File: src/rtl/ttt_move_ctrl.sv
// Tic-tac-toe game controller: conditions the switches and buttons, places marks
// for alternating players and reports win/tie to the board display driver.
module ttt_move_ctrl #(
  parameter int DB_COUNT = 500000
) (
  input  logic       CLK,
  input  logic       RST_N,
  input  logic [3:0] SW,
  input  logic       BTN_PLACE,
  input  logic       BTN_NEW,
  output logic [1:0] pos1,
  output logic [1:0] pos2,
  output logic [1:0] pos3,
  output logic [1:0] pos4,
  output logic [1:0] pos5,
  output logic [1:0] pos6,
  output logic [1:0] pos7,
  output logic [1:0] pos8,
  output logic [1:0] pos9,
  output logic [1:0] win,
  output logic       player,
  output logic       MOVE_ERR
);

  typedef enum logic [1:0] {PLAY, CHECK, OVER} state_t;

  localparam int CW = $clog2(DB_COUNT) + 1;
  localparam logic [CW-1:0] DB_LAST = CW'(DB_COUNT - 1);

  state_t            state_q, state_d;
  logic [3:0]        sw_s1_q, sw_s1_d, sw_s2_q, sw_s2_d;
  logic [1:0]        btn_s1_q, btn_s1_d, btn_s2_q, btn_s2_d;
  logic [1:0]        lvl_q, lvl_d, lvl_prev_q, lvl_prev_d, pulse_q, pulse_d;
  logic [1:0][CW-1:0] cnt_q, cnt_d;
  logic [8:0][1:0]   board_q, board_d;
  logic [1:0]        win_q, win_d;
  logic              player_q, player_d;
  logic              move_err_q, move_err_d;

  logic              place_p, new_p;
  logic [3:0]        idx;
  logic              sw_ok;
  logic [1:0]        line_val;
  logic              full;

  function automatic logic [1:0] line3(input logic [1:0] a, input logic [1:0] b,
                                       input logic [1:0] c);
    return (a != 2'd0 && a == b && a == c) ? a : 2'd0;
  endfunction

  // Index 0 is the place button, index 1 the new-game button.
  always_comb begin
    sw_s1_d    = SW;
    sw_s2_d    = sw_s1_q;
    btn_s1_d   = {BTN_NEW, BTN_PLACE};
    btn_s2_d   = btn_s1_q;
    lvl_d      = lvl_q;
    cnt_d      = '0;
    lvl_prev_d = lvl_q;
    pulse_d    = lvl_q & ~lvl_prev_q;
    for (int i = 0; i < 2; i++) begin
      if (btn_s2_q[i] != lvl_q[i]) begin
        if (cnt_q[i] == DB_LAST) lvl_d[i] = btn_s2_q[i];
        else                     cnt_d[i] = cnt_q[i] + 1'b1;
      end
    end
  end

  assign place_p = pulse_q[0];
  assign new_p   = pulse_q[1];
  assign idx     = sw_s2_q - 4'd1;
  assign sw_ok   = (sw_s2_q != 4'd0) && (sw_s2_q <= 4'd9);

  always_comb begin
    line_val = line3(board_q[0], board_q[1], board_q[2]) |
               line3(board_q[3], board_q[4], board_q[5]) |
               line3(board_q[6], board_q[7], board_q[8]) |
               line3(board_q[0], board_q[3], board_q[6]) |
               line3(board_q[1], board_q[4], board_q[7]) |
               line3(board_q[2], board_q[5], board_q[8]) |
               line3(board_q[0], board_q[4], board_q[8]) |
               line3(board_q[2], board_q[4], board_q[6]);
    full = 1'b1;
    for (int i = 0; i < 9; i++) begin
      if (board_q[i] == 2'd0) full = 1'b0;
    end
  end

  // Only the mover can complete lines, so OR-ing the per-line results is safe.
  always_comb begin
    state_d    = state_q;
    board_d    = board_q;
    win_d      = win_q;
    player_d   = player_q;
    move_err_d = 1'b0;
    if (new_p) begin
      board_d  = '0;
      win_d    = 2'd0;
      player_d = 1'b0;
      state_d  = PLAY;
    end else begin
      case (state_q)
        PLAY: begin
          if (place_p) begin
            if (sw_ok && board_q[idx] == 2'd0) begin
              board_d[idx] = {1'b0, player_q} + 2'd1;
              state_d      = CHECK;
            end else begin
              move_err_d = 1'b1;
            end
          end
        end
        CHECK: begin
          if (line_val != 2'd0) begin
            win_d   = line_val;
            state_d = OVER;
          end else if (full) begin
            win_d   = 2'd3;
            state_d = OVER;
          end else begin
            player_d = ~player_q;
            state_d  = PLAY;
          end
        end
        OVER:    state_d = OVER;
        default: state_d = PLAY;
      endcase
    end
  end

  always_ff @(posedge CLK) begin
    if (!RST_N) begin
      state_q    <= PLAY;
      sw_s1_q    <= '0;
      sw_s2_q    <= '0;
      btn_s1_q   <= '0;
      btn_s2_q   <= '0;
      lvl_q      <= '0;
      lvl_prev_q <= '0;
      pulse_q    <= '0;
      cnt_q      <= '0;
      board_q    <= '0;
      win_q      <= '0;
      player_q   <= 1'b0;
      move_err_q <= 1'b0;
    end else begin
      state_q    <= state_d;
      sw_s1_q    <= sw_s1_d;
      sw_s2_q    <= sw_s2_d;
      btn_s1_q   <= btn_s1_d;
      btn_s2_q   <= btn_s2_d;
      lvl_q      <= lvl_d;
      lvl_prev_q <= lvl_prev_d;
      pulse_q    <= pulse_d;
      cnt_q      <= cnt_d;
      board_q    <= board_d;
      win_q      <= win_d;
      player_q   <= player_d;
      move_err_q <= move_err_d;
    end
  end

  assign pos1     = board_q[0];
  assign pos2     = board_q[1];
  assign pos3     = board_q[2];
  assign pos4     = board_q[3];
  assign pos5     = board_q[4];
  assign pos6     = board_q[5];
  assign pos7     = board_q[6];
  assign pos8     = board_q[7];
  assign pos9     = board_q[8];
  assign win      = win_q;
  assign player   = player_q;
  assign MOVE_ERR = move_err_q;

endmodule

File: config.mk
export PLATFORM = sky130hd
export DESIGN_NAME = ttt_move_ctrl
export DESIGN_NICKNAME = d
export VERILOG_FILES = /design/src/rtl/ttt_move_ctrl.sv
export SDC_FILE = /design/constraint.sdc
export NUM_CORES = 1
export LEC_CHECK = 0
export CORE_MARGIN = 4
export CORE_UTILIZATION = 51
export CTS_CLUSTER_DIAMETER = 40
export DETAILED_ROUTE_END_ITERATION = 8
export PLACE_DENSITY_LB_ADDON = 0.05
export SLEW_MARGIN = 25
export SYNTH_ARGS = -nofsm -noshare
export SYNTH_HDL_FRONTEND = slang
export SYNTH_SLANG_ARGS = --single-unit
File: constraint.sdc
create_clock -name CLK -period 2.8 [get_ports CLK]
set_input_delay 0.84 -clock CLK [delete_from_list [all_inputs] [get_ports CLK]]
set_output_delay 0.84 -clock CLK [all_outputs]
set_load 0.02 [all_outputs]
### After elaboration in Yosys (flattened, before gate mapping)

Cells that the tools add are included.
Widths: inputs -> output; s select.

* add/sub/neg operators: 4
* order comparisons: 3
* eq/ne operators: 24
* mux-type cells: 30
* bitwise logic cells: 17
* reduce and logical (&&, ||, !) cells: 48

Operator list (count)
* $add 20x1->20 const B: 2
* $eq 20x19->1 const B: 2
* $eq 2x2->1: 16
* $mux 2: 16
* $logic_not 2->1: 11
* $logic_and 1x1->1: 19
* $bwmux 18: 1
* $or 2x2->2: 7
* $reduce_bool 2->1: 7
* $mux 1: 10
* $bmux 2 s4: 1
* $demux 2 s4: 1
* $not 1->1: 8
* $reduce_and 2->1: 4
* $pmux 2 s3: 1
* $reduce_and 3->1: 2
* $reduce_or 3->1: 2
* $lt 4x5->1 const B: 1
* $ge 4x1->1 const B: 1
* $le 4x4->1 const B: 1
* $ne 2x2->1 const B: 2
* $reduce_bool 4->1: 1
* $reduce_or 4->1: 1
* $sub 4x1->4 const B: 1
* other kinds (7): 8

* register bits after elaboration: 82

### Longest topological paths before layout

Gate-level depths: netlist (run 1).

* depth in word-level cells: 14
* depth in mapped cells: 8
* mapped depth without buffers: 8

### Worst setup path before layout (run 1)

Ideal clock, no wire load.

* kind: register to register
* from: register sw_s2_q[0]
* to: register board_q, in the netlist pos9[0]
* arrival: 1932 ps
* data required time: 2672 ps
* slack: 741 ps
* stages on the path, launching flop included: 9
* period minus slack after synthesis: 2059 ps
* cell sequence: dfxtp_1 inv_1 ha_1 nor2b_1 mux2i_1 nand3_1 nor3_1 mux2i_1 nor2_1

* longest elaborated chain between the ends: 6
* elaborated cells on any way between the ends: 15

RTL lines
* from (decl): line 31 `logic [3:0] sw_s1_q, sw_s1_d, sw_s2_q, sw_s2_d;`
* from (signal assigned): line 149 `sw_s2_q <= sw_s2_d;`
* $sub 4x1->4: line 71 `assign idx = sw_s2_q - 4'd1;`
* $lt 4x5->1 (not written as such), or another cell as far along: line 106 `board_d[idx] = {1'b0, player_q} + 2'd1;`
* $logic_and 1x1->1 (not written as such) / $mux 2 (equally long branches): line 106, 105
* $mux 2 (not written as such) / $logic_not 2->1 (equally long branches): line 106, 105
* $demux 2 s4 / $logic_and 1x1->1 (equally long branches): line 106, 105
* $bwmux 18 / $reduce_and 3->1 (equally long branches)
* to (signal assigned): line 156 `board_q <= board_d;`
* to (decl): line 35 `logic [8:0][1:0] board_q, board_d;`

Parallel ways exist; a longest one is shown, timed or not. The select of a mux whose other input is x is not followed.
A chain may end at the register's enable or synchronous reset.

### Worst setup path after layout (run 1)

* from: register player_q (netlist: player)
* to: output port player

RTL lines
* from (decl): line 37 `logic player_q, player_d;`
* from (signal assigned): line 158 `player_q <= player_d;`
* to (decl): line 21 `output logic player,`

No word-level cell between the ends.

==> results_dict.tcl, run 1 <==
set metrics [dict create \
    outcome "completed" \
    portBuffers 29 \
    start_kind "register" \
    start_util_pct 52.93 \
    final_common_cell "dfxtp_1" \
    post_drt_wl_per_cell_um 13.10 \
    ant_nets 0 \
    tns_ns 0 \
    reg_top3 "cnt_q: 40 flops, sw_s1_q: 4 flops, sw_s2_q: 4 flops" \
    hold_buffers 0 \
    maxCapViolCount 0 \
    grt_start_max_net_pins 22 \
    first_iter_violations 154 \
    hold_class "register to register" \
    synth_edf_count 0 \
    coreArea_um2 7331 \
    die_w_um 95.22 \
    skew_ns 0.01112 \
    gp_congestion 0.8761 \
    endpoint_kind "output port" \
    p_comb_share_pct 3.0 \
    clock-root-buffer "clkbuf_8" \
    cts_tree "yes" \
    final_cell_mix "dfxtp_1, nor2_1, nand3_1" \
    synth_top_area_share_pct 42.31 \
    antenna_found_initial 0 \
    ir_drop_v 0.0003563 \
    p_seq_share_pct 54.1 \
    cp_slowest_cell "clkdlybuf4s50_1" \
    avgSynthCellArea_um2 8.798 \
    track_usage_pct 18.12 \
    fin_util_pct 60.64 \
    cpPeakStageDelay_ns 0.69 \
    rsz0062_at_grt "false" \
    syn_nets 457 \
    drc 0 \
    clock_latency_ns 0.35 \
    num_vias 3086 \
    die_h_um 95.22 \
    firstDrtPassIters 4 \
    htreeDepth 3 \
    tightest_slew_ns 0.7086 \
    totalWireLength_um 7480 \
    critical_path.cell_chain "clkdlybuf4s50_1" \
    p_sw_share_pct 20.65 \
    critical_path_required_ns 1.96 \
    final.min_clock_period_ns 2.469 \
    powerDensity_nw_per_um2 490.6 \
    ys_seq_area_share_pct 42.31 \
    synthCells 441 \
    synth-seq-cells 82 \
    p_clk_share_pct 43.0 \
    drive_gt1_share_pct 6.144 \
    finalMaxSlewViolations 0 \
    yosys_most_used_dff "dfxtp_1" \
    synth_top_cell_by_area "dfxtp_1" \
    setup_ws_ns 0.3311 \
    clk_path_buf_depth 2 \
    area.growth.synth_to_final_pct 14.58 \
    async_flop_share_pct 0 \
    p_switching_mw 0.4503 \
    top_register "cnt_q" \
    fmax_ghz 0.4050 \
    largest_register_ffs 40 \
    setup_viol 0 \
    post_cts_buffers 0 \
    grt_overflow 0 \
    synth_area_um2 3880 \
    diodes 0 \
    cp.arrival_ns 1.63 \
    grt_pass1_vias 2773 \
    ys_top_cells_by_area "dfxtp_1, nor2_1, mux2i_1" \
    fin_nets 484 \
    p_leak_nw 1.643 \
    period_share_pct 88.17 \
    viasPerCell 5.405 \
    grt_pass1_wl_um 13100 \
    dp_hpwl_um 5406 \
    row_count 31 \
    cts_buffers 9 \
    numClockSinks 82 \
    maxSlewHeadroom_pct 52.76 \
    die_area_um2 9067 \
    hold_viol_final 0 \
    num_io_pins 30 \
    critical_path.top_delay_family "buffers and inverters" \
    synth_warnings 0 \
    ctsResizeCount 0 \
    path_max_fanout 13 \
    ys_types 48 \
    path_class "register to output port" \
    p_int_mw 1.731 \
    dpl_worst_slack_ns 0.5814 \
    clk_pin_slew_ns 0.08 \
    path_buf_inv 1 \
]
[per-layer routing]
layer	global-route usage (%)	share of wire (%)	vias to the layer above
li1	-	-	1589
met1	24.77	49	1427
met2	27.87	45	64
met3	5.130	4.9	6
met4	5.168	1.1	0
met5	0	0	-
[per-stage QoR]
stage          area (µm²)  hold WS, ns  instances  power [mW]
4_1_cts              4446       0.3890        571       2.216
5_1_grt              4446       0.3950        571       2.271
2_1_floorplan        3880       0.3674        441       1.249
3_5_place_dp         4222       0.3774        556       1.271
3_3_place_gp         4222       0.3717        556       1.269
6_report             4446       0.3853        571       2.181
[worst paths after layout]
path / startpoint / end / slack (ns) / depth (start not counted)
worst max-delay path: player$_SDFFE_PP0P_ / player / 0.33 / 1
worst min-delay path: lvl_prev_q[0]$_SDFF_PN0_ / pulse_q[0]$_SDFF_PN0_ / 0.39 / 1
worst max register to register: pos9[1]$_SDFFE_PP0P_ / player$_SDFFE_PP0P_ / 0.60 / 6
worst min register to register: lvl_prev_q[0]$_SDFF_PN0_ / pulse_q[0]$_SDFF_PN0_ / 0.39 / 1
[kinds of logic after synthesis]
logic type      count (synthesis)  synth area share (%)
compound gates                 35                 5.515
xor+xnor                       37                 8.352
fa+ha+maj                       8                 2.580
buf+inv                        25                 3.418
flops                          82                 42.31
mux                            24                 6.836
simple gates                  230                 30.99
[worst register-to-register path, cell delays in order, from the launching register on]
cell and delay (ns):
dfxtp_1 0.55, or4bb_4 0.21, a31oi_1 0.09, o41ai_2 0.42, nand3_2 0.19, or4_1 0.52
a21oi_1 0.15
[power by group through the flow]
stage | Clock [mW] | Combinational (mW) | Sequential, mW
floorplan | 0 | 0.0425 | 1.21
global placement | 0 | 0.0628 | 1.21
detailed placement | 0 | 0.0645 | 1.21
CTS | 0.972 | 0.0647 | 1.18
global route | 1.02 | 0.0725 | 1.18
finish | 0.937 | 0.0646 | 1.18
[cell usage after synthesis, types with 9 or more instances]
| cell | number |
|---|---|
| or3_1 | 11 |
| dfxtp_1 | 82 |
| nand4_1 | 9 |
| and2_1 | 15 |
| a21oi_1 | 18 |
| nand2_1 | 18 |
| xnor2_1 | 14 |
| mux2i_1 | 22 |
| nor3_1 | 9 |
| nand3_1 | 40 |
| nor2_1 | 81 |
| xor2_1 | 23 |
[final cells by class]
| class | instances | area, µm² |
|---|---|---|
| well taps | 99 | 123.9 |
| repair buffers | 33 | 320.3 |
| inverters | 8 | 30.03 |
| clock inverters | 5 | 86.33 |
| clock buffers | 10 | 137.6 |
| fillers | 663 | 2885 |
| flip-flops and latches | 82 | 1642 |
| multi-input cells | 334 | 2106 |
(Power assumes the default switching activity.)
==> inputs of run 2 (changes only) <==
CORE_UTILIZATION = 45   (was 51)
==> run 2 against run 1 <==
- register-to-register slack got worse by 0.05 ns
- utilization decreased by 7.0 points
- clock skew increased by 0.0024 ns
- global-route usage decreased by 2.0 points
- design area increased by 0.20%
- critical path type unchanged
- largest power group unchanged
==> results_dict.tcl, run 2 (synthesis gave the netlist of run 1 again) <==
set metrics [dict create \
    die_h_um 100.9 \
    track_usage_pct 16.09 \
    rrSetupSlack_ns 0.55 \
    top_register "cnt_q" \
    drc 0 \
    hold_buffers 0 \
    fmax_ghz 0.4049 \
    r2r-end "pos5[0]$_SDFFE_PP0P_" \
    first_iter_violations 105 \
    num_io_pins 30 \
    grt_start_max_net_pins 22 \
    area.growth.synth_to_final_pct 14.80 \
    hold-path-cell-count 1 \
    final_common_cell "dfxtp_1" \
    grt_pass1_vias 2819 \
    ir_drop_v 0.0003348 \
    dp_hpwl_um 5545 \
    largest_register_ffs 40 \
    ant_nets 0 \
    finalMaxSlewViolations 0 \
    period_share_pct 88.21 \
    path_max_fanout 13 \
    firstDrtPassIters 4 \
    ctsResizeCount 0 \
    start_util_pct 46.75 \
    antenna_found_initial 0 \
    final_cells 579 \
    cp.arrival_ns 1.63 \
    critical_path_required_ns 1.96 \
    outcome "completed" \
    worstReg2RegStart "sw_s2_q[1]$_SDFF_PN0_" \
    grt_overflow 0 \
    hold_class "register to register" \
    hold_end "pulse_q[1]$_SDFF_PN0_" \
    num_vias 3100 \
    clk_path_buf_depth 2 \
    totalWireLength_um 7853 \
    min-delay-start "lvl_prev_q[1]$_SDFF_PN0_" \
    maxSlewHeadroom_pct 52.68 \
    rsz0062_at_grt "false" \
    clock_latency_ns 0.35 \
    startpoint "pos5[0]$_SDFFE_PP0P_" \
    die_w_um 100.9 \
    skew_ns 0.01353 \
    p_leak_nw 1.643 \
    setup_viol 0 \
    critical_path.top_delay_family "buffers and inverters" \
    reg_top3 "cnt_q: 40 flops, sw_s1_q: 4 flops, sw_s2_q: 4 flops" \
    portBuffers 29 \
    powerDensity_nw_per_um2 489.4 \
    ff2ff_path_depth 8 \
    tightest_slew_ns 0.7098 \
    start_kind "register" \
    grt_pass1_wl_um 13180 \
    fin_nets 485 \
    clk_pin_slew_ns 0.09 \
    fin_util_pct 53.67 \
    cp_num_cells 1 \
    final.min_clock_period_ns 2.470 \
    clock-root-buffer "clkbuf_8" \
    viasPerCell 5.354 \
    cts_tree "yes" \
    endpoint_kind "output port" \
    hold_viol_final 0 \
    gp_congestion 0.7770 \
    hold_slack_ns 0.3714 \
    dpl.cell_count 563 \
    path_buf_inv 1 \
    tns_ns 0 \
    drive_gt1_share_pct 6.329 \
    htreeDepth 3 \
    numClockSinks 82 \
    cpPeakStageDelay_ns 0.69 \
    coreArea_um2 8299 \
    cts_buffers 9 \
    diodes 0 \
    cp_slowest_cell "clkdlybuf4s50_1" \
    post_drt_wl_per_cell_um 13.56 \
    die_area_um2 10170 \
    path_class "register to output port" \
    post_cts_buffers 0 \
    maxCapViolCount 0 \
    critical_path.cell_chain "clkdlybuf4s50_1" \
    final_cell_mix "dfxtp_1, nor2_1, nand3_1" \
    row_count 33 \
]
## run 2: cell types whose count changed in the layout (fill, tap and decap cells not counted), sizes merged
cell / previous run / this run
buf: 4 / 5
clkinvlp: 0 / 1
## run 2: how the worst max path moves through the flow
stage	to	slack, ns
floorplan	pos9[0]$_SDFFE_PP0P_	0.74
global placement	win[1]$_SDFFE_PP0P_	0.56
detailed placement	win[1]$_SDFFE_PP0P_	0.52
CTS	pos5[0]	0.31
global route	pos5[0]	0.27
finish	pos5[0]	0.33
## run 2: final cells by class
type / instances / area [µm²]
well taps: 105 / 131.4
clock buffers: 10 / 127.6
flip-flops and latches: 82 / 1642
fillers: 823 / 3845
inverters: 8 / 30.03
multi-input cells: 334 / 2106
repair buffers: 34 / 327.8
clock inverters: 6 / 90.09
## run 2: routing by layer
metal / track usage, % / part of all wire [%] / up-vias
met1: 21.30 / 50 / 1446
met3: 3.322 / 3.7 / 10
met4: 6.736 / 1.4 / 0
met2: 25.47 / 45 / 55
li1: - / - / 1589
met5: 0 / 0 / -
## run 2: power breakdown
part	internal (mW)	switching, mW
registers	1.17	0.00521
clock network	0.506	0.431
logic	0.0289	0.0351
## run 2: per-stage QoR
step	power, mW	setup WS, ns	cell area [µm²]
floorplan	1.249	0.7405	3880
global placement	1.270	0.5636	4237
detailed placement	1.271	0.5153	4237
CTS	2.213	0.3116	4454
global route	2.261	0.2741	4454
finish	2.180	0.3302	4454
==> inputs of run 3 (changes only) <==
CORE_UTILIZATION = 30   (was 45)
TNS_END_PERCENT = 5   (was not set)
==> run 3 against run 2 <==
- die area grew 46%
- critical endpoint is now pos3[0]
- clock power rose by 17%
- design area grew 3.1%
- via count decreased by 2.2%
- first-iteration DRC count up 120%
- critical path type unchanged
- maximum frequency increased by 1.5%
- register-to-register slack about the same
- combinational power grew 3%
==> results_dict.tcl, run 3 (synthesis gave the netlist of run 1 again) <==
set metrics [dict create \
    portBuffers 29 \
    final_common_cell "dfxtp_1" \
    start_kind "register" \
    cpPeakStageDelay_ns 0.68 \
    post_cts_buffers 0 \
    ant_nets 0 \
    finalMaxSlewViolations 0 \
    dpl.cell_count 630 \
    gp_congestion 0.8502 \
    grt_start_max_net_pins 22 \
    ctsResizeCount 0 \
    post_drt_wl_per_cell_um 13.46 \
    maxCapViolCount 0 \
    fin_util_pct 36.40 \
    reg_top3 "cnt_q: 40 flops, sw_s1_q: 4 flops, sw_s2_q: 4 flops" \
    power_mw 2.345 \
    r2r-end "pos9[1]$_SDFFE_PP0P_" \
    path_max_fanout 12 \
    drc 0 \
    row_count 41 \
    final.min_clock_period_ns 2.434 \
    dpl_worst_slack_ns 0.4599 \
    die_area_um2 14820 \
    critical_path_required_ns 1.96 \
    cp_slowest_cell "clkdlybuf4s50_1" \
    num_vias 3031 \
    firstDrtPassIters 4 \
    fmax_ghz 0.4108 \
    dp_hpwl_um 6213 \
    maxSlewHeadroom_pct 48.56 \
    numClockSinks 82 \
    powerDensity_nw_per_um2 510.5 \
    diodes 0 \
    die_w_um 121.7 \
    ir_drop_v 0.0002820 \
    path_buf_inv 1 \
    coreArea_um2 12620 \
    rrSetupSlack_ns 0.55 \
    endpoint_kind "output port" \
    top_register "cnt_q" \
    fin_nets 485 \
    hold_viol_final 0 \
    path_class "register to output port" \
    cts_tree "yes" \
    setup_viol 0 \
    outcome "completed" \
    antenna_found_initial 0 \
    cts_buffers 9 \
    track_usage_pct 12.34 \
    htreeDepth 3 \
    critical_path.endpoint "pos3[0]" \
    skew_ns 0.002991 \
    cp.arrival_ns 1.59 \
    p_leak_nw 1.669 \
    final_cells 646 \
    grt_overflow 0 \
    hold_slack_ns 0.3822 \
    hold_class "register to register" \
    min-delay-start "lvl_prev_q[1]$_SDFF_PN0_" \
    critical_path.cell_chain "clkdlybuf4s50_1" \
    seqCellArea_um2 1642 \
    grt_pass1_wl_um 14180 \
    first_iter_violations 232 \
    multi_input_comb_area_um2 2106 \
    start_util_pct 30.75 \
    fill_cells 1344 \
    drive_gt1_share_pct 6.118 \
    period_share_pct 86.94 \
    clock-root-buffer "clkbuf_16" \
    final_cell_mix "dfxtp_1, nor2_1, nand3_1" \
    totalWireLength_um 8694 \
    tns_ns 0 \
    worstReg2RegStart "sw_s2_q[1]$_SDFF_PN0_" \
    clk_path_buf_depth 2 \
    grt_pass1_vias 2750 \
    die_h_um 121.7 \
    hold_buffers 0 \
    ff2ff_path_depth 8 \
    critical_path.top_delay_family "buffers and inverters" \
    cp_num_cells 1 \
    largest_register_ffs 40 \
    rsz0062_at_grt "false" \
    design_area_um2 4593 \
    num_io_pins 30 \
    tightest_slew_ns 0.7716 \
    setup_ws_ns 0.3656 \
    clock_latency_ns 0.34 \
    viasPerCell 4.692 \
    area.growth.synth_to_final_pct 18.38 \
    placed_area_um2 4320 \
    startpoint "pos3[0]$_SDFFE_PP0P_" \
    clk_pin_slew_ns 0.06 \
]
## run 3: cell count changes in the layout (fill, tap and decap cells not counted)
cell	previous run	this run
clkbuf_1	1	2
clkinv_2	1	2
clkbuf_16	0	9
bufinv_16	2	0
clkbuf_8	9	1
clkinv_4	1	0
## run 3: power by group
group,leakage (nW),internal [mW],switching (mW)
sequential,0.663,1.18,0.00539
combinational,0.873,0.0290,0.0367
clock,0.133,0.625,0.473
## run 3: how the worst min path moves through the flow
stage,to,depth (start not counted)
2_1_floorplan,pulse_q[0]$_SDFF_PN0_,1
3_3_place_gp,pulse_q[0]$_SDFF_PN0_,1
3_5_place_dp,pulse_q[1]$_SDFF_PN0_,1
4_1_cts,pulse_q[1]$_SDFF_PN0_,1
5_1_grt,pulse_q[1]$_SDFF_PN0_,1
6_report,pulse_q[1]$_SDFF_PN0_,1
## run 3: final cells by class
class                   instances  share of cell area [%]
clock inverters                 4                  0.5721
flip-flops and latches         82                   35.74
repair buffers                 34                   7.137
well taps                     172                   4.685
inverters                       8                  0.6538
clock buffers                  12                   5.366
multi-input cells             334                   45.85
## run 3: per-layer routing
metal | vias up | GRT usage, % | part of all wire (%)
met3 | 13 | 4.643 | 5.1
li1 | 1589 | - | -
met1 | 1378 | 16.33 | 50
met4 | 0 | 4.202 | 1.4
met5 | - | 0 | 0
met2 | 51 | 18.51 | 43
==> RTL edit 1, RTL diff (flow settings as in run 3) <==
`DB_COUNT`: 500000 -> 1000000.
--- a/src/rtl/ttt_move_ctrl.sv
+++ b/src/rtl/ttt_move_ctrl.sv
@@ -1,7 +1,7 @@
 // Tic-tac-toe game controller: conditions the switches and buttons, places marks
 // for alternating players and reports win/tie to the board display driver.
 module ttt_move_ctrl #(
-  parameter int DB_COUNT = 500000
+  parameter int DB_COUNT = 1000000
 ) (
   input  logic       CLK,
   input  logic       RST_N,
Check against the original RTL: same outputs for any inputs over 10 cycles, from zero or initial values and one cycle with RST_N low; that may be too few to reach the edited logic, so the function may still have changed.
==> RTL edit 1 against run 3 <==
Clock skew is 0.0061 ns higher. Register-to-register slack improved by 0.07 ns. Sequential cell count up 2. Total power rose by 5.0%. Non-clock buffer count grew 2. Setup slack lost 0.019 ns. Largest cell class unchanged. Cell area rose by 4.5%. Synthesized area rose by 4.3%. Cell count up 2.5%. Wire length up 7.4%.
==> RTL edit 1: results (changes against run 3) <==
* Post-route clock skew at 0.009079 ns (+0.006087 ns)
* Post-detail-place hpwl at 6637 um (+6.8%)
* Crit path max fanout at 10 (-2)
* Crit. Startpoint: pos7[1]
* Iter 0 DRT Violations at 132 (-43%)
* Non-filler cells, final at 662 (+2.5%)
* Global Route Usage Sum at 13.17% (+0.83 points)
* Startpoint of the lowest-slack register-to-register path: sw_s2_q[0]
* Destination of the worst hold path: pulse_q[0]
* Distinct cell type count after synthesis at 52 (+8.3%)
* Peak VDD IR at 280.4 uV (-0.57%)
* Worst max-slew margin expressed relative to the limit at 65.11% (+17 points)
* Filler cell count at 1,336 (-0.60%)
* Start point of the worst min-delay path: lvl_prev_q[0]
* GP Congestion at 0.7919 (-6.9%)
* Pleak at 0.001731 uW (+3.7%)
* Placed cell count at 647 (+2.7%)
* DRT Wirelength at 9341 um (+7.4%)
* Setup slack of the worst register-to-register path at 0.62 ns (+0.07 ns)
* Most common library cells after synthesis: 87 x sky130_fd_sc_hd__nor2_1, 84 x sky130_fd_sc_hd__dfxtp_1, 38 x sky130_fd_sc_hd__nand3_1, 26 x sky130_fd_sc_hd__xor2_1, 22 x sky130_fd_sc_hd__mux2i_1
* Net count after synthesis at 470 (+2.8%)
* Largest registers: cnt_q x42, sw_s1_q x4, sw_s2_q x4
* Status: completed
* First-pass GRT wire length at 15,460 um (+9.0%)
* # nets final at 498 (+2.7%)
* Drt via density at 4.804 (+2.4%)
* Gate count after technology mapping at 454 (+2.9%)
* Fraction of layout instances using a drive strength above 1 at 8.642% (+2.5 points)
* Seq/Total Area, Yosys at 41.56% (-0.75 points)
* Worst reg2reg path endpoint: pos9[0]
==> RTL edit 1: logic make-up (layout without fill, tap and decap cells) <==
logic type      Yosys count  count (layout)  share of synthesized area (%)
simple gates            239             239                          31.73
flops                    84              84                          41.56
xor+xnor                 41              41                          8.875
compound gates           30              30                          5.504
buf+inv                  28              60                          3.309
mux                      24              24                          6.555
fa+ha+maj                 8               8                          2.474
==> RTL edit 1: metrics by stage <==
| step | setup slack (ns) | instance area, sq um | hold WS [ns] |
|---|---|---|---|
| 4_1_cts | 0.3236 | 4802 | 0.3868 |
| 2_1_floorplan | 0.6858 | 4046 | 0.3674 |
| 3_5_place_dp | 0.6685 | 4509 | 0.3771 |
| 6_report | 0.3464 | 4802 | 0.3839 |
| 3_3_place_gp | 0.7021 | 4509 | 0.3718 |
| 5_1_grt | 0.2489 | 4802 | 0.3993 |
==> RTL edit 1: worst max-delay path by stage <==
stage / to / slack [ns] / depth (start not counted)
2_1_floorplan: pos9[1] / 0.69 / 8
3_3_place_gp: pos7[1] / 0.70 / 1
3_5_place_dp: cnt_q[39] / 0.67 / 5
4_1_cts: pos7[1] / 0.32 / 1
5_1_grt: pos5[0] / 0.25 / 1
6_report: pos7[1] / 0.35 / 1
==> RTL edit 1: area by class of cell <==
class                   count  area, sq um  share of cell area, %
repair buffers             36        342.8                  7.139
inverters                   9        33.78                 0.7035
flip-flops and latches     84         1682                  35.02
clock inverters             3        46.29                 0.9640
well taps                 176        220.2                  4.586
clock buffers              12        246.5                  5.133
multi-input cells         342         2231                  46.46
==> RTL edit 1: where the power goes <==
part           switching [uW]  leakage, uW  internal, uW
Combinational            42.7     0.000913          31.8
Clock                     465     0.000139           714
Sequential               5.96     0.000679          1200
==> RTL edit 1: metal layers <==
metal  up-vias  wire [um]  track usage, %
met3        23        346           4.133
li1       1625          -               -
met4         0        291           6.434
met1      1468       4624           17.18
met5         -          0               0
met2        64       4079           19.66
==> RTL edit 2, RTL diff (config.mk and constraints of run 3) <==
Made on the original files. Make the reset (`RST_N`) asynchronous in one clocked block.
--- a/src/rtl/ttt_move_ctrl.sv
+++ b/src/rtl/ttt_move_ctrl.sv
@@ -128,7 +128,7 @@
     end
   end
 
-  always_ff @(posedge CLK) begin
+  always_ff @(posedge CLK or negedge RST_N) begin
     if (!RST_N) begin
       state_q    <= PLAY;
       sw_s1_q    <= '0;
Check against the original RTL: no difference found for any inputs over 10 cycles, from zero or initial values and one cycle with RST_N low; that may be too few to reach the edited logic, so the function may still have changed.
==> RTL edit 2 against run 3 <==
Wire length is 11% higher. Via count up 3.7%. Global-route usage increased by 0.50 points. Setup slack got worse by 0.081 ns. Synthesized area is 7.5% higher. Total power up 12%. Critical path depth increased by 1. Largest power group is now clock. Sequential cell count unchanged. Core utilization up 0.80 points. Critical path type unchanged. Cell area grew 8.9%.
==> RTL edit 2: results (changes against run 3) <==
* Synth top area cells: sky130_fd_sc_hd__dfrtp_1 49%, sky130_fd_sc_hd__nor2_1 5.0%, sky130_fd_sc_hd__xor2_1 4.4%
* Post-Route Hold Slack at 0.3426 ns (-0.03957 ns)
* Number of non-clock inverters in the layout at 12 (+4)
* Distinct cell type count after synthesis at 53 (+10%)
* Destination of the worst hold path: btn_s2_q[1]
* Proportion of cell area occupied by multi-input gates at 39.81% (-6.0 points)
* Clock network area share at 6.777% (+0.84 points)
* Maximum cell stage delay along the critical path at 0.60 ns (-0.08 ns)
* Internal Pwr Total at 2086 uW (+14%)
* Net count after synthesis at 441 (-3.5%)
* First-pass GRT wire length at 16,400 um (+16%)
* Most common library cells after synthesis: 82 x sky130_fd_sc_hd__dfrtp_1, 56 x sky130_fd_sc_hd__nor2_1, 33 x sky130_fd_sc_hd__nand3_1, 31 x sky130_fd_sc_hd__nand2_1
* Iter 0 DRT Violations at 156 (-33%)
* Setup slack of the worst register-to-register path at 0.38 ns (-0.17 ns)
* Drt via density at 4.911 (+4.7%)
* Non-clock buffer count in the final layout at 38 (+12%)
* Fmax at 397.6 MHz (-3.2%)
* Pleak at 0.002122 uW (+27%)
* Start point of the worst min-delay path: btn_s1_q[1]
* Maximum clock path buffer count at 2 (unchanged)
* Sequential cell area at 2052 sq um (+25%)
* Crit path to: pos9[1]
* Non-filler cells, final at 640 (-0.93%)
* Portion of total power attributed to the clock network at 50.1% (+3.3 points)
* Vias in the first global route at 3,127 (+14%)
* Pin count of the biggest net entering global routing at 34 (+55%)
* Worst max-slew margin expressed relative to the limit at 62.06% (+13 points)
* DRT Wirelength at 9691 um (+11%)
* R2R depth at 7 (-1)
* Gate count after technology mapping at 426 (-3.4%)
* Status: completed
* GP Congestion at 0.8271 (-2.7%)
* #MultiIn Comb at 316 (-5.4%)
* # nets final at 474 (-2.3%)
* Post-detail-place hpwl at 6782 um (+9.2%)
* Total sequential power at 1220 uW (+3%)
* Placed cell count at 624 (-0.95%)
* Non-clk buf share at 7.102% (-0.035 points)
* Filler cell count at 1,404 (+4.5%)
* Seq/Total Area, Yosys at 49.18% (+6.9 points)
* Startpoint of the lowest-slack register-to-register path: sw_s2_q[0]
* Post-route clock skew at 0.005380 ns (+0.002389 ns)
* Crit path max fanout at 8 (-4)
* Data arrival, critical path at 1.68 ns (+0.09 ns)
* Global Route Usage Sum at 12.84% (+0.50 points)
* Fraction of layout instances using a drive strength above 1 at 8.405% (+2.3 points)
* Post-DP Area at 4664 sq um (+8.0%)
* Hold Path Depth at 0 (-1)
* Crit. Startpoint: pos9[1]
## RTL edit 2: cell types whose count changed after synthesis, moves of 7 or more
cell / delta
sky130_fd_sc_hd__and2_1: -12
sky130_fd_sc_hd__dfrtp_1: +82
sky130_fd_sc_hd__dfxtp_1: -82
sky130_fd_sc_hd__mux2i_1: -12
sky130_fd_sc_hd__nand2_1: +13
sky130_fd_sc_hd__nand2b_1: +10
sky130_fd_sc_hd__nand3_1: -7
sky130_fd_sc_hd__nor2_1: -25
## RTL edit 2: cell families after synthesis
group | synth area share, %
DFF | 49.18
muxes | 3.478
buffers and inverters | 3.088
AOI/OAI and AO/OA | 7.017
xor gates and xnor gates | 7.976
and+or+nand+nor | 27.17
adders and majority gates | 2.099
## RTL edit 2: layer usage
metal,GRT usage (%),up-vias,share of wire (%)
met3,3.006,23,4.1
met1,16.89,1518,48
met5,0,-,0
li1,-,1549,-
met4,7.319,0,3.7
met2,19.41,53,45
